--- config.mk ---
export PLATFORM = sky130hd
export DESIGN_NAME = lzd_denorm_pipe
export DESIGN_NICKNAME = d
export VERILOG_FILES = /design/src/rtl/lzd_denorm_pipe.sv
export SDC_FILE = /design/constraint.sdc
export NUM_CORES = 1
export LEC_CHECK = 0
export ABC_AREA = 1
export CORE_UTILIZATION = 60
export CTS_CLUSTER_DIAMETER = 30
export CTS_CLUSTER_SIZE = 40
export DETAILED_ROUTE_END_ITERATION = 8
export PLACE_DENSITY_LB_ADDON = 0.2
export SLEW_MARGIN = 30
export SYNTH_ARGS = -nofsm -noshare
export SYNTH_HDL_FRONTEND = slang
export SYNTH_SLANG_ARGS = --single-unit
--- constraint.sdc ---
create_clock -name clk -period 12.73 [get_ports clk]
set_input_delay 2.546 -clock clk [delete_from_list [all_inputs] [get_ports clk]]
set_output_delay 2.546 -clock clk [all_outputs]
set_load 0.05 [all_outputs]
--- src/rtl/lzd_denorm_pipe.sv ---
// lzd_denorm_pipe
//   Three-stage denormalizer: rebuilds a fixed-point value from a normalized
//   mantissa and the shift count produced by a leading-zero detector, i.e.
//   out_q = in_m >> in_p, with a sticky flag collecting every bit shifted out.
//
//   Ports
//     clk, rst              rising-edge clock, asynchronous active-high reset
//     in_valid / in_ready   upstream handshake (in_ready = pipeline advance)
//     in_m [W-1:0]          normalized mantissa
//     in_p [SW-1:0]         right-shift amount
//     in_v                  LZD valid; 0 means the original value was zero
//     out_valid / out_ready downstream handshake
//     out_q [W-1:0]         denormalized value
//     out_sticky            OR of all bits shifted out
//     out_zero              out_q == 0
//
//   Stage 1 registers the beat and folds the "effective zero" cases (in_v=0 or
//   in_p >= W) into data=0. Stage 2 shifts right by the byte-multiple part of
//   the count, stage 3 by the remaining 0..7 bits. All stages advance together;
//   bubbles are not collapsed.
module lzd_denorm_pipe #(
  parameter int unsigned W  = 48,
  parameter int unsigned SW = 6
) (
  input  logic          clk,
  input  logic          rst,
  input  logic          in_valid,
  output logic          in_ready,
  input  logic [W-1:0]  in_m,
  input  logic [SW-1:0] in_p,
  input  logic          in_v,
  output logic          out_valid,
  input  logic          out_ready,
  output logic [W-1:0]  out_q,
  output logic          out_sticky,
  output logic          out_zero
);

  localparam logic [SW:0]  W_EXT = (SW+1)'(W);
  localparam logic [W-1:0] ONES  = '1;

  logic adv;

  // Stage 1
  logic          s1_valid_q, s1_valid_d;
  logic [W-1:0]  s1_data_q,  s1_data_d;
  logic          s1_sticky_q, s1_sticky_d;
  logic [SW-1:0] s1_p_q,     s1_p_d;

  // Stage 2
  logic          s2_valid_q, s2_valid_d;
  logic [W-1:0]  s2_data_q,  s2_data_d;
  logic          s2_sticky_q, s2_sticky_d;
  logic [2:0]    s2_p_q,     s2_p_d;

  // Stage 3
  logic          s3_valid_q, s3_valid_d;
  logic [W-1:0]  s3_data_q,  s3_data_d;
  logic          s3_sticky_q, s3_sticky_d;
  logic          s3_zero_q,  s3_zero_d;

  logic [SW-1:0] coarse_sh;
  logic [W-1:0]  coarse_drop;
  logic [W-1:0]  fine_drop;

  assign adv      = !s3_valid_q || out_ready;
  assign in_ready = adv;

  assign out_valid  = s3_valid_q;
  assign out_q      = s3_data_q;
  assign out_sticky = s3_sticky_q;
  assign out_zero   = s3_zero_q;

  always_comb begin
    s1_valid_d  = s1_valid_q;
    s1_data_d   = s1_data_q;
    s1_sticky_d = s1_sticky_q;
    s1_p_d      = s1_p_q;
    s2_valid_d  = s2_valid_q;
    s2_data_d   = s2_data_q;
    s2_sticky_d = s2_sticky_q;
    s2_p_d      = s2_p_q;
    s3_valid_d  = s3_valid_q;
    s3_data_d   = s3_data_q;
    s3_sticky_d = s3_sticky_q;
    s3_zero_d   = s3_zero_q;

    coarse_sh   = {s1_p_q[SW-1:3], 3'b000};
    coarse_drop = s1_data_q & ~(ONES << coarse_sh);
    fine_drop   = s2_data_q & ~(ONES << s2_p_q);

    if (adv) begin
      // Stage 1: out-of-range counts and LZD-invalid beats become a zero
      // result with the whole mantissa counted as shifted out.
      s1_valid_d = in_valid;
      if (!in_v || ({1'b0, in_p} >= W_EXT)) begin
        s1_data_d   = '0;
        s1_sticky_d = |in_m;
        s1_p_d      = '0;
      end else begin
        s1_data_d   = in_m;
        s1_sticky_d = 1'b0;
        s1_p_d      = in_p;
      end

      // Stage 2: coarse shift by 8 * p[SW-1:3]
      s2_valid_d  = s1_valid_q;
      s2_data_d   = s1_data_q >> coarse_sh;
      s2_sticky_d = s1_sticky_q | (|coarse_drop);
      s2_p_d      = s1_p_q[2:0];

      // Stage 3: fine shift by p[2:0]
      s3_valid_d  = s2_valid_q;
      s3_data_d   = s2_data_q >> s2_p_q;
      s3_sticky_d = s2_sticky_q | (|fine_drop);
      s3_zero_d   = ((s2_data_q >> s2_p_q) == '0);
    end
  end

  always_ff @(posedge clk or posedge rst) begin
    if (rst) begin
      s1_valid_q  <= 1'b0;
      s1_data_q   <= '0;
      s1_sticky_q <= 1'b0;
      s1_p_q      <= '0;
      s2_valid_q  <= 1'b0;
      s2_data_q   <= '0;
      s2_sticky_q <= 1'b0;
      s2_p_q      <= '0;
      s3_valid_q  <= 1'b0;
      s3_data_q   <= '0;
      s3_sticky_q <= 1'b0;
      s3_zero_q   <= 1'b0;
    end else begin
      s1_valid_q  <= s1_valid_d;
      s1_data_q   <= s1_data_d;
      s1_sticky_q <= s1_sticky_d;
      s1_p_q      <= s1_p_d;
      s2_valid_q  <= s2_valid_d;
      s2_data_q   <= s2_data_d;
      s2_sticky_q <= s2_sticky_d;
      s2_p_q      <= s2_p_d;
      s3_valid_q  <= s3_valid_d;
      s3_data_q   <= s3_data_d;
      s3_sticky_q <= s3_sticky_d;
      s3_zero_q   <= s3_zero_d;
    end
  end

endmodule

# == Word-level counts from Yosys, hierarchy flattened ==
# Cells that the tools add are included.
# op_classes
addsub,0
multipliers,0
div,0
n_lt_le_gt_ge,1
n_eq_ne,0
shifts,4
mux,3
bitwise,6
n_reduce_logical,8
# op_table
cell,count
48-bit OR reduction,3
48-bit bitwise AND,2
48-bit inverter,2
48-bit logical NOT,1
48-bit two-way mux,1
"48-bit by 3-bit << shifter with 48-bit output, first input constant",1
"48-bit by 6-bit << shifter with 48-bit output, first input constant",1
48-bit by 3-bit >> shifter with 48-bit output,1
48-bit by 6-bit >> shifter with 48-bit output,1
"6-bit greater-or-equal comparator, second input constant",1
6-bit two-way mux,1
1-bit logical NOT,2
1-bit logical OR,2
1-bit OR,2
1-bit two-way mux,1
# word_totals
reg_bits,160
latch_bits,0
ram_bits,0
romBits,0
in_bits,59
out_inout_bits,52
elab_cells,34
n_memories,0

# == Logic depth before layout (Yosys ltp) ==
# Gate-level depths: netlist of run 1.
# depth
word_depth,5
ltp_mapped,16
mapped_depth_nobuf,14

# == Worst setup path after synthesis of run 1 ==
# Ideal clock, no wire load.
# synth_timing
path_type,input -> output
start,input port out_ready
end,output port in_ready
arrival_ns,3.580
t_required_ns,10.184
slack_ns,6.604
path_stages,4
n_path_buf,2
cell_sequence,nor2_1 clkinv_1 clkbuf_1 clkbuf_1
# synth_between
elab_chain_len,1
# synth_rtl
element,line_no,rtl
from (decl),33,"input logic out_ready,"
1-bit logical OR,66,assign adv = !s3_valid_q || out_ready;
to (decl),28,"output logic in_ready,"
# No other way between the ends.

# == Worst setup path in the final report of run 1 ==
# Ends and elaborated chain as after synthesis.

==> impl_metrics.json, run 1 <==
{
  "outcome": "finished clean",
  "synth_top_family_by_area": "simple AND/OR/NAND/NOR gates",
  "synth_compound_gate_area_share": 0.151,
  "number_of_global_route_vias_before_repair": 7705,
  "floorplan.die.width_um": 124,
  "delay_of_the_slowest_cell_on_the_worst_path_ns": 0.84,
  "final_antenna_net_count": 0,
  "timing.setup.critical_path_class": "primary input to primary output",
  "synth_seq_cells": 160,
  "finalSetupTns_ns": 0,
  "ratio_of_cells_with_drive_above_1_in_the_final_layout": 0.0391,
  "num_vias": 8871,
  "total_routing_usage_reported_by_global_routing": 0.335,
  "p_sw_frac": 0.456,
  "vias_per_cell": 5.86,
  "synthesis.yosys.warnings": 0,
  "worst_ep_required_time_ns": 10.18,
  "timing.rr.start": "out_valid$_DFFE_PP0P_",
  "crit_chain": "clkdlybuf4s50_1, nor2_4, buf_4, clkinv_2, clkdlybuf4s50_1",
  "post-route-drc-count": 0,
  "sum_of_buffers_and_inverters_on_the_critical_path": 4,
  "port-buffer-count": 110,
  "insertion_delay_ns": 0.44,
  "synth_nets": 1323,
  "numCtsBuffers": 17,
  "detailedRoute.firstIterationViolations": 977,
  "cts_resized": 0,
  "power.switching_mw": 1.11,
  "worst_path_most_repeated_cell": "clkdlybuf4s50_1",
  "start_kind": "primary input",
  "multi_input_comb_area_um2": 4310,
  "floorplan.io_pins": 111,
  "yosys.area_share.xor_xnor": 0,
  "finalHoldViolCount": 0,
  "cpMaxStageDelayCell": "clkdlybuf4s50_1",
  "clock-skew-final_ns": 0.0104,
  "final_core_util": 0.730,
  "layout_common_cells": "463 x nand2_1, 160 x dfrtp_1, 156 x o21ai_0",
  "initial_util": 0.613,
  "num_antenna_cells": 0,
  "max_cap_violations": 0,
  "regToRegSetupSlack_ns": 9.82,
  "grt_start_max_net_pins": 110,
  "timing_worst_slew_pin_value_ns": 0.974,
  "ys_seq_area_frac": 0.449,
  "power-per-cell-area_nw_per_um2": 230,
  "seq_power_share": 0.313,
  "routed_wl_um": 24600,
  "cts-hold-fix-buffers": 0,
  "power.share.clock": 0.221,
  "rows": 44,
  "grt_pass1_wl_um": 38900,
  "dp_hpwl_um": 17300,
  "netlist_instances": 1264,
  "coreArea_um2": 14500,
  "adder_cell_share_of_the_synthesized_area": 0,
  "max_freq_ghz": 0.131,
  "path_max_fanout": 69,
  "power.internal_mw": 1.33,
  "die_area_um2": 15300,
  "maxSlewHeadroom": 0.350,
  "synth_mux_area_frac": 0,
  "total_power_mw": 2.44,
  "slew_violations": 0,
  "chip_height_um": 124,
  "hold_path_origin": "out_q[14]$_DFFE_PP0P_",
  "setup_viol": 0,
  "synthToLayoutAreaGrowth_pct": 19.1,
  "antenna_found_initial": 0,
  "number_of_clock_sinks": 160,
  "fraction_of_the_mapped_netlist_area_in_simple_logic_gates": 0.331,
  "critical-path-top-delay-family": "buffers and inverters",
  "ff2ff_path_depth": 9,
  "layout.area.seq_um2": 4000,
  "cts.clk_slew.worst_paths_ns": 0.06,
  "fillCellCount": 1201,
  "synth_area_um2": 8910,
  "tritoncts_clock_tree": "built",
  "synth_largest_area_cell": "dfrtp_1",
  "nNetsFinal": 1377,
  "static-leakage-power_nw": 4.80,
  "worst_ep_arrival_time_ns": 5.08,
  "global_route.overflow_total": 0,
  "gpl.final_weighted_congestion": 0.905,
  "power.ir.vdd_worst_mv": 0.106,
  "clockBufferDepth": 2,
  "layout_commonest_cell": "nand2_1",
  "crit-reg2reg-capture": "s2_sticky_q$_DFFE_PP0P_",
  "share_comb_of_total_power": 0.466,
  "clock_tree_root_driver_cell": "clkbuf_16",
  "htreeDepth": 4,
  "route.detailed.wl_per_inst_um": 16.2,
  "end_point_of_the_most_critical_hold_path": "out_q[14]$_DFFE_PP0P_",
  "rsz_0062_raised_after_global_routing": "false",
  "final_min_period_over_clock_period": 0.599,
  "worst_hold_path.num_cells": 2,
  "yosys.cell_types.count": 30,
  "total_iterations_of_the_first_detailed_routing_run": 8,
  "setup_buffers_after_cts": 0,
  "post_synth_main_area_contributors": "dfrtp_1 45%, nand2_1 20%, o21ai_0 8.8%",
  "worstHoldPathType": "flop to flop",
  "synth_area_per_cell_um2": 7.05,
  "final.min_clock_period_ns": 7.62,
  "synth_top_cell_area_share": 0.449,
  "worst_setup_path_end_kind": "primary output"
}
## synthesized netlist by cell type
cell type  count
clkbuf_1      52
buf_4          2
a32oi_1        3
nand4_1       39
nor3_1         6
o21ai_0      156
a21oi_1       29
inv_1         56
or2_2          1
nand3_1      108
nor2_1        76
inv_2          2
o21a_1         1
nor2_2         1
o211ai_1       2
o22ai_1       20
buf_1         12
o31ai_1       13
dfrtp_1      160
a22oi_1        5
buf_6          4
nand2_1      464
clkinv_1       4
buf_2         16
o21bai_1       1
and3_1         1
a31oi_1        9
o21ai_1        2
nor4_1        14
a211oi_1       5
## power groups by stage
stage | sequential [mW] | clock, mW | combinational (mW)
after detailed placement | 0.769 | 0 | 1.12
after CTS | 0.761 | 0.541 | 1.13
after floorplan | 0.989 | 0 | 0.569
final | 0.764 | 0.538 | 1.14
after global placement | 0.763 | 0 | 1.10
after global routing | 0.783 | 0.565 | 1.25
## state kept, by name, summed over array words and instances (netlist names)
register	flops
out_q	48
s1_data_q	48
s2_data_q	48
s1_p_q	6
s2_p_q	3
out_sticky	1
out_valid	1
out_zero	1
s1_sticky_q	1
s1_valid_q	1
s2_sticky_q	1
s2_valid_q	1
## how the worst max path moves through the flow
| stage | from | slack, ns | depth (start not counted) | end |
|---|---|---|---|---|
| 2_1_floorplan | rst | 5.86 | 1 | out_q[0]$_DFFE_PP0P_ |
| 3_3_place_gp | out_ready | 5.17 | 5 | in_ready |
| 3_5_place_dp | out_ready | 5.15 | 5 | in_ready |
| 4_1_cts | out_ready | 5.14 | 5 | in_ready |
| 5_1_grt | out_ready | 4.98 | 5 | in_ready |
| 6_report | out_ready | 5.11 | 5 | in_ready |
## worst min-delay path: stages, from the launching register on
cell,delay (ns)
dfrtp_1,0.34
nand2_1,0.05
o21ai_0,0.05
## per-layer routing
metal  up-vias  routed length [µm]  GRT usage
met5         -                   0          0
met4         0                 962      0.163
met3        66                1510     0.0577
met2       406               11400      0.523
met1      4067               10700      0.453
li1       4332                   -          -
## layout make-up
type	instances	share of cell area
Timing Repair Buffer	121	0.113
Inverter	62	0.0226
Multi-Input combinational cell	956	0.406
Clock buffer	21	0.0443
Tap cell	184	0.0217
Sequential cell	160	0.377
Clock inverter	11	0.0145
## stage by stage
step / cells / setup WS (ns) / instance area, µm² / hold WS (ns)
6_report: 1515 / 5.11 / 10600 / 0.483
5_1_grt: 1515 / 4.98 / 10600 / 0.505
4_1_cts: 1514 / 5.14 / 10600 / 0.486
3_5_place_dp: 1482 / 5.15 / 9950 / 0.470
3_3_place_gp: 1482 / 5.17 / 9950 / 0.451
2_1_floorplan: 1264 / 5.86 / 8910 / 0.440
## cell families (layout without fill, tap and decap cells)
family	after synthesis	after routing
buffers and inverters	148	215
AOI/OAI and AO/OA	246	246
and+or+nand+nor	710	710
DFF	160	160
Note: power is estimated with default switching activity, not from simulation.
==> inputs of run 2 (changes only) <==
- CORE_UTILIZATION: 60 -> 56
- clock period: 12.73 -> 7.9 ns (I/O delays scaled with it)
==> impl_metrics.json, run 2 (synthesized netlist as in run 1, its figures left out) <==
{
  "worst_ep_required_time_ns": 6.32,
  "power.ir.vdd_worst_mv": 0.187,
  "port-buffer-count": 110,
  "finalHoldViolCount": 0,
  "rsz_0062_raised_after_global_routing": "false",
  "slew_violations": 0,
  "global_route.overflow_total": 0,
  "start_kind": "primary input",
  "layout_common_cells": "464 x nand2_1, 160 x dfrtp_1, 156 x o21ai_0",
  "detailroute.wirelength.met3_um": 1300,
  "num_vias": 8887,
  "worstHoldPathType": "flop to flop",
  "path_max_fanout": 66,
  "finalSetupTns_ns": 0,
  "total_power_mw": 3.94,
  "setup_buffers_after_cts": 0,
  "worst_setup_path_end_kind": "primary output",
  "total_routing_usage_reported_by_global_routing": 0.316,
  "numCtsBuffers": 17,
  "delay_of_the_slowest_cell_on_the_worst_path_ns": 0.73,
  "synthToLayoutAreaGrowth_pct": 19.2,
  "detailroute.wirelength.met2_um": 11200,
  "initial_util": 0.580,
  "maxSlewHeadroom": 0.333,
  "die_area_um2": 16400,
  "crit_chain": "clkdlybuf4s50_1, nor2_4, buf_4, clkinv_2, clkdlybuf4s50_1",
  "clock-skew-final_ns": 0.00979,
  "num_antenna_cells": 0,
  "grt_pass1_wl_um": 40200,
  "final_min_period_over_clock_period": 0.647,
  "layout_commonest_cell": "nand2_1",
  "antenna_found_initial": 0,
  "final_antenna_net_count": 0,
  "sum_of_buffers_and_inverters_on_the_critical_path": 4,
  "final_core_util": 0.691,
  "routed.top_layer": "met4",
  "static-leakage-power_nw": 4.79,
  "power-per-cell-area_nw_per_um2": 371,
  "grt_start_max_net_pins": 104,
  "setup_viol": 0,
  "dp_hpwl_um": 17400,
  "cts_resized": 0,
  "detailedRoute.firstIterationViolations": 674,
  "number_of_clock_sinks": 160,
  "post-route-drc-count": 0,
  "routedLengthMet1_um": 11000,
  "clock_tree_root_driver_cell": "clkbuf_16",
  "chip_height_um": 128,
  "total_iterations_of_the_first_detailed_routing_run": 6,
  "cts.clk_slew.worst_paths_ns": 0.06,
  "final.min_clock_period_ns": 5.11,
  "worst_ep_arrival_time_ns": 3.53,
  "timing.setup.critical_path_class": "primary input to primary output",
  "max_cap_violations": 0,
  "preCtsSetupSlack_ns": 2.78,
  "tritoncts_clock_tree": "built",
  "timing_worst_slew_pin_value_ns": 0.998,
  "number_of_global_route_vias_before_repair": 7984,
  "ratio_of_cells_with_drive_above_1_in_the_final_layout": 0.0353,
  "nNetsFinal": 1378,
  "critical-path-top-delay-family": "buffers and inverters",
  "vias_per_cell": 5.76,
  "floorplan.io_pins": 111,
  "route.detailed.wl_per_inst_um": 15.8,
  "clockBufferDepth": 2,
  "gpl.final_weighted_congestion": 0.973,
  "max_freq_ghz": 0.196,
  "routed_wl_um": 24400,
  "coreArea_um2": 15400,
  "cts-hold-fix-buffers": 0,
  "htreeDepth": 4,
  "outcome": "finished clean",
  "worst_path_most_repeated_cell": "clkdlybuf4s50_1",
  "rows": 45,
  "insertion_delay_ns": 0.44,
  "floorplan.die.width_um": 128,
  "worst_slack_ns": 2.79,
  "cpMaxStageDelayCell": "clkdlybuf4s50_1"
}
==> run 2: where the power goes <==
part	internal, mW	switching, mW
sequential	1.06	0.172
clock	0.546	0.336
combinational	0.557	1.27
==> run 2: path summary, 6_finish.rpt <==
check                                            from                   endpoint  slack [ns]  cells past startpoint
worst max-delay path                        out_ready                   in_ready        2.79                      5
worst min-delay path            out_q[29]$_DFFE_PP0P_      out_q[29]$_DFFE_PP0P_        0.48                      2
worst max register to register  s2_p_q[0]$_DFFE_PP0P_       out_zero$_DFFE_PP0P_        5.20                     11
worst min register to register  out_q[29]$_DFFE_PP0P_      out_q[29]$_DFFE_PP0P_        0.48                      2
max in group asynchronous                         rst      s2_p_q[1]$_DFFE_PP0P_        5.09                      3
min in group asynchronous                         rst  s1_data_q[41]$_DFFE_PP0P_        1.67                      2
==> run 2: final cells by class <==
type	count	area (µm²)
clock buffer	23	468
clock inverter	9	156
fill	1320	4740
inverter	62	241
multi-input combinational	956	4300
sequential	160	4000
tap	211	264
timing repair buffer	122	1190
==> run 2: routing by layer <==
layer,global-route usage,up-vias
li1,-,4357
met1,0.434,4118
met2,0.499,351
met3,0.0459,61
met4,0.140,0
met5,0,-
==> run 2: stage by stage <==
step / std cells / instance area (µm²) / hold WS [ns]
2_1_floorplan: 1264 / 8910 / 0.440
3_3_place_gp: 1511 / 10000 / 0.459
3_5_place_dp: 1511 / 10000 / 0.466
4_1_cts: 1543 / 10600 / 0.483
5_1_grt: 1543 / 10600 / 0.503
6_report: 1543 / 10600 / 0.479
==> run 2: tightest hold or removal path, stage by stage (launching register included) <==
cell and delay, ns:
dfrtp_1 0.34, nand2_1 0.05, nand2_1 0.05
==> inputs of run 3 (changes only) <==
- CORE_UTILIZATION: 56 -> 51
- clock period: 7.9 -> 4.5 ns (I/O delays scaled with it)
==> impl_metrics.json, run 3 (synthesized netlist as in run 1, its figures left out) <==
{
  "outcome": "finished clean",
  "final.min_clock_period_ns": 3.12,
  "htreeDepth": 4,
  "cp-endpoint": "in_ready",
  "crit-reg2reg-capture": "s2_data_q[24]$_DFFE_PP0P_",
  "grt_start_max_net_pins": 92,
  "num_vias": 8980,
  "gpl.final_weighted_congestion": 0.992,
  "floorplan.io_pins": 111,
  "vias_per_cell": 5.77,
  "final_antenna_net_count": 0,
  "port-buffer-count": 110,
  "insertion_delay_ns": 0.44,
  "chip_height_um": 134,
  "power-per-cell-area_nw_per_um2": 648,
  "initial_util": 0.530,
  "grt_pass1_wl_um": 40200,
  "worstHoldPathType": "flop to flop",
  "num_antenna_cells": 0,
  "clock_tree_root_driver_cell": "clkbuf_16",
  "timing_worst_slew_pin_value_ns": 0.935,
  "slew_violations": 0,
  "total_routing_usage_reported_by_global_routing": 0.286,
  "crit_chain": "clkdlybuf4s50_1, nor2_4, clkinv_2, buf_4",
  "dp_hpwl_um": 17800,
  "start_kind": "primary input",
  "total_iterations_of_the_first_detailed_routing_run": 6,
  "cts-hold-fix-buffers": 0,
  "setup_viol": 0,
  "total_power_mw": 6.93,
  "cts.clk_slew.worst_paths_ns": 0.06,
  "hold-worst-slack_ns": 0.478,
  "seq_power_share": 0.313,
  "number_of_clock_sinks": 160,
  "post-route-drc-count": 0,
  "synthToLayoutAreaGrowth_pct": 20.1,
  "power.switching_mw": 3.13,
  "static-leakage-power_nw": 4.82,
  "antenna_found_initial": 0,
  "setup_buffers_after_cts": 0,
  "final_min_period_over_clock_period": 0.692,
  "final_core_util": 0.636,
  "finalSetupTns_ns": 0,
  "numCtsBuffers": 17,
  "regToRegSetupSlack_ns": 1.75,
  "nNetsFinal": 1382,
  "finalHoldViolCount": 0,
  "die_area_um2": 18000,
  "fillCellCount": 1571,
  "ratio_of_cells_with_drive_above_1_in_the_final_layout": 0.0419,
  "cpMaxStageDelayCell": "clkdlybuf4s50_1",
  "power.ir.vdd_worst_mv": 0.413,
  "rows": 47,
  "tritoncts_clock_tree": "built",
  "power.internal_mw": 3.80,
  "layout_common_cells": "464 x nand2_1, 160 x dfrtp_1, 156 x o21ai_0",
  "max_cap_violations": 0,
  "max_freq_ghz": 0.321,
  "maxSlewHeadroom": 0.376,
  "timing.rr.start": "s1_p_q[4]$_DFFE_PP0P_",
  "share_comb_of_total_power": 0.462,
  "global_route.overflow_total": 0,
  "clockBufferDepth": 2,
  "fin_cells": 1556,
  "crit_path_start": "out_ready",
  "power.share.clock": 0.225,
  "delay_of_the_slowest_cell_on_the_worst_path_ns": 0.44,
  "cts_resized": 0,
  "worst_setup_path_end_kind": "primary output",
  "routed_wl_um": 24600,
  "placed_cells": 1524,
  "ff2ff_path_depth": 4,
  "p_sw_frac": 0.451,
  "number_of_global_route_vias_before_repair": 7847,
  "layout_commonest_cell": "nand2_1",
  "rsz_0062_raised_after_global_routing": "false",
  "path_max_fanout": 25,
  "route.detailed.wl_per_inst_um": 15.8,
  "clock-skew-final_ns": 0.00990,
  "worst_ep_required_time_ns": 3.60,
  "worst_ep_arrival_time_ns": 2.22,
  "timing.setup.critical_path_class": "primary input to primary output",
  "detailedRoute.firstIterationViolations": 886,
  "coreArea_um2": 16800,
  "floorplan.die.width_um": 134
}
run 3: worst min-delay path by stage:
| stage | slack, ns | from | to | cells past startpoint |
|---|---|---|---|---|
| floorplan | 0.44 | s2_valid_q$_DFFE_PP0P_ | out_valid$_DFFE_PP0P_ | 1 |
| global placement | 0.45 | s2_valid_q$_DFFE_PP0P_ | out_valid$_DFFE_PP0P_ | 1 |
| detailed placement | 0.46 | s2_valid_q$_DFFE_PP0P_ | out_valid$_DFFE_PP0P_ | 1 |
| CTS | 0.48 | s2_valid_q$_DFFE_PP0P_ | out_valid$_DFFE_PP0P_ | 1 |
| global route | 0.50 | s2_valid_q$_DFFE_PP0P_ | out_valid$_DFFE_PP0P_ | 1 |
| finish | 0.48 | s2_valid_q$_DFFE_PP0P_ | out_valid$_DFFE_PP0P_ | 1 |
run 3: per-layer routing:
| metal | part of all wire | GRT usage |
|---|---|---|
| met5 | 0 | 0 |
| met4 | 0.034 | 0.128 |
| met3 | 0.066 | 0.0370 |
| met2 | 0.46 | 0.435 |
| met1 | 0.44 | 0.408 |
run 3: worst max-delay path: cells and delay by family:
family,cells,cell delay (ns)
simple gates,1,0.40
buf+inv,3,0.90
run 3: power by group through the flow:
stage,combinational [mW],clock (mW),sequential (mW)
final,3.20,1.56,2.17
after global routing,3.52,1.63,2.22
after CTS,3.19,1.57,2.17
after detailed placement,3.17,0,2.19
after global placement,3.13,0,2.18
after floorplan,1.61,0,2.80
run 3: layout make-up:
type,count,area (µm²),share of cell area
inverter,62,238,0.0222
clock buffer,19,453,0.0423
timing repair buffer,126,1240,0.116
sequential,160,4000,0.374
multi-input combinational,956,4300,0.402
clock inverter,13,184,0.0172
tap,220,275,0.0257
run 3: stage by stage:
step           setup WS, ns  cell area [µm²]
2_1_floorplan          1.57             8910
3_3_place_gp           1.37            10100
3_5_place_dp           1.38            10100
4_1_cts                1.37            10700
5_1_grt                1.29            10700
6_report               1.38            10700
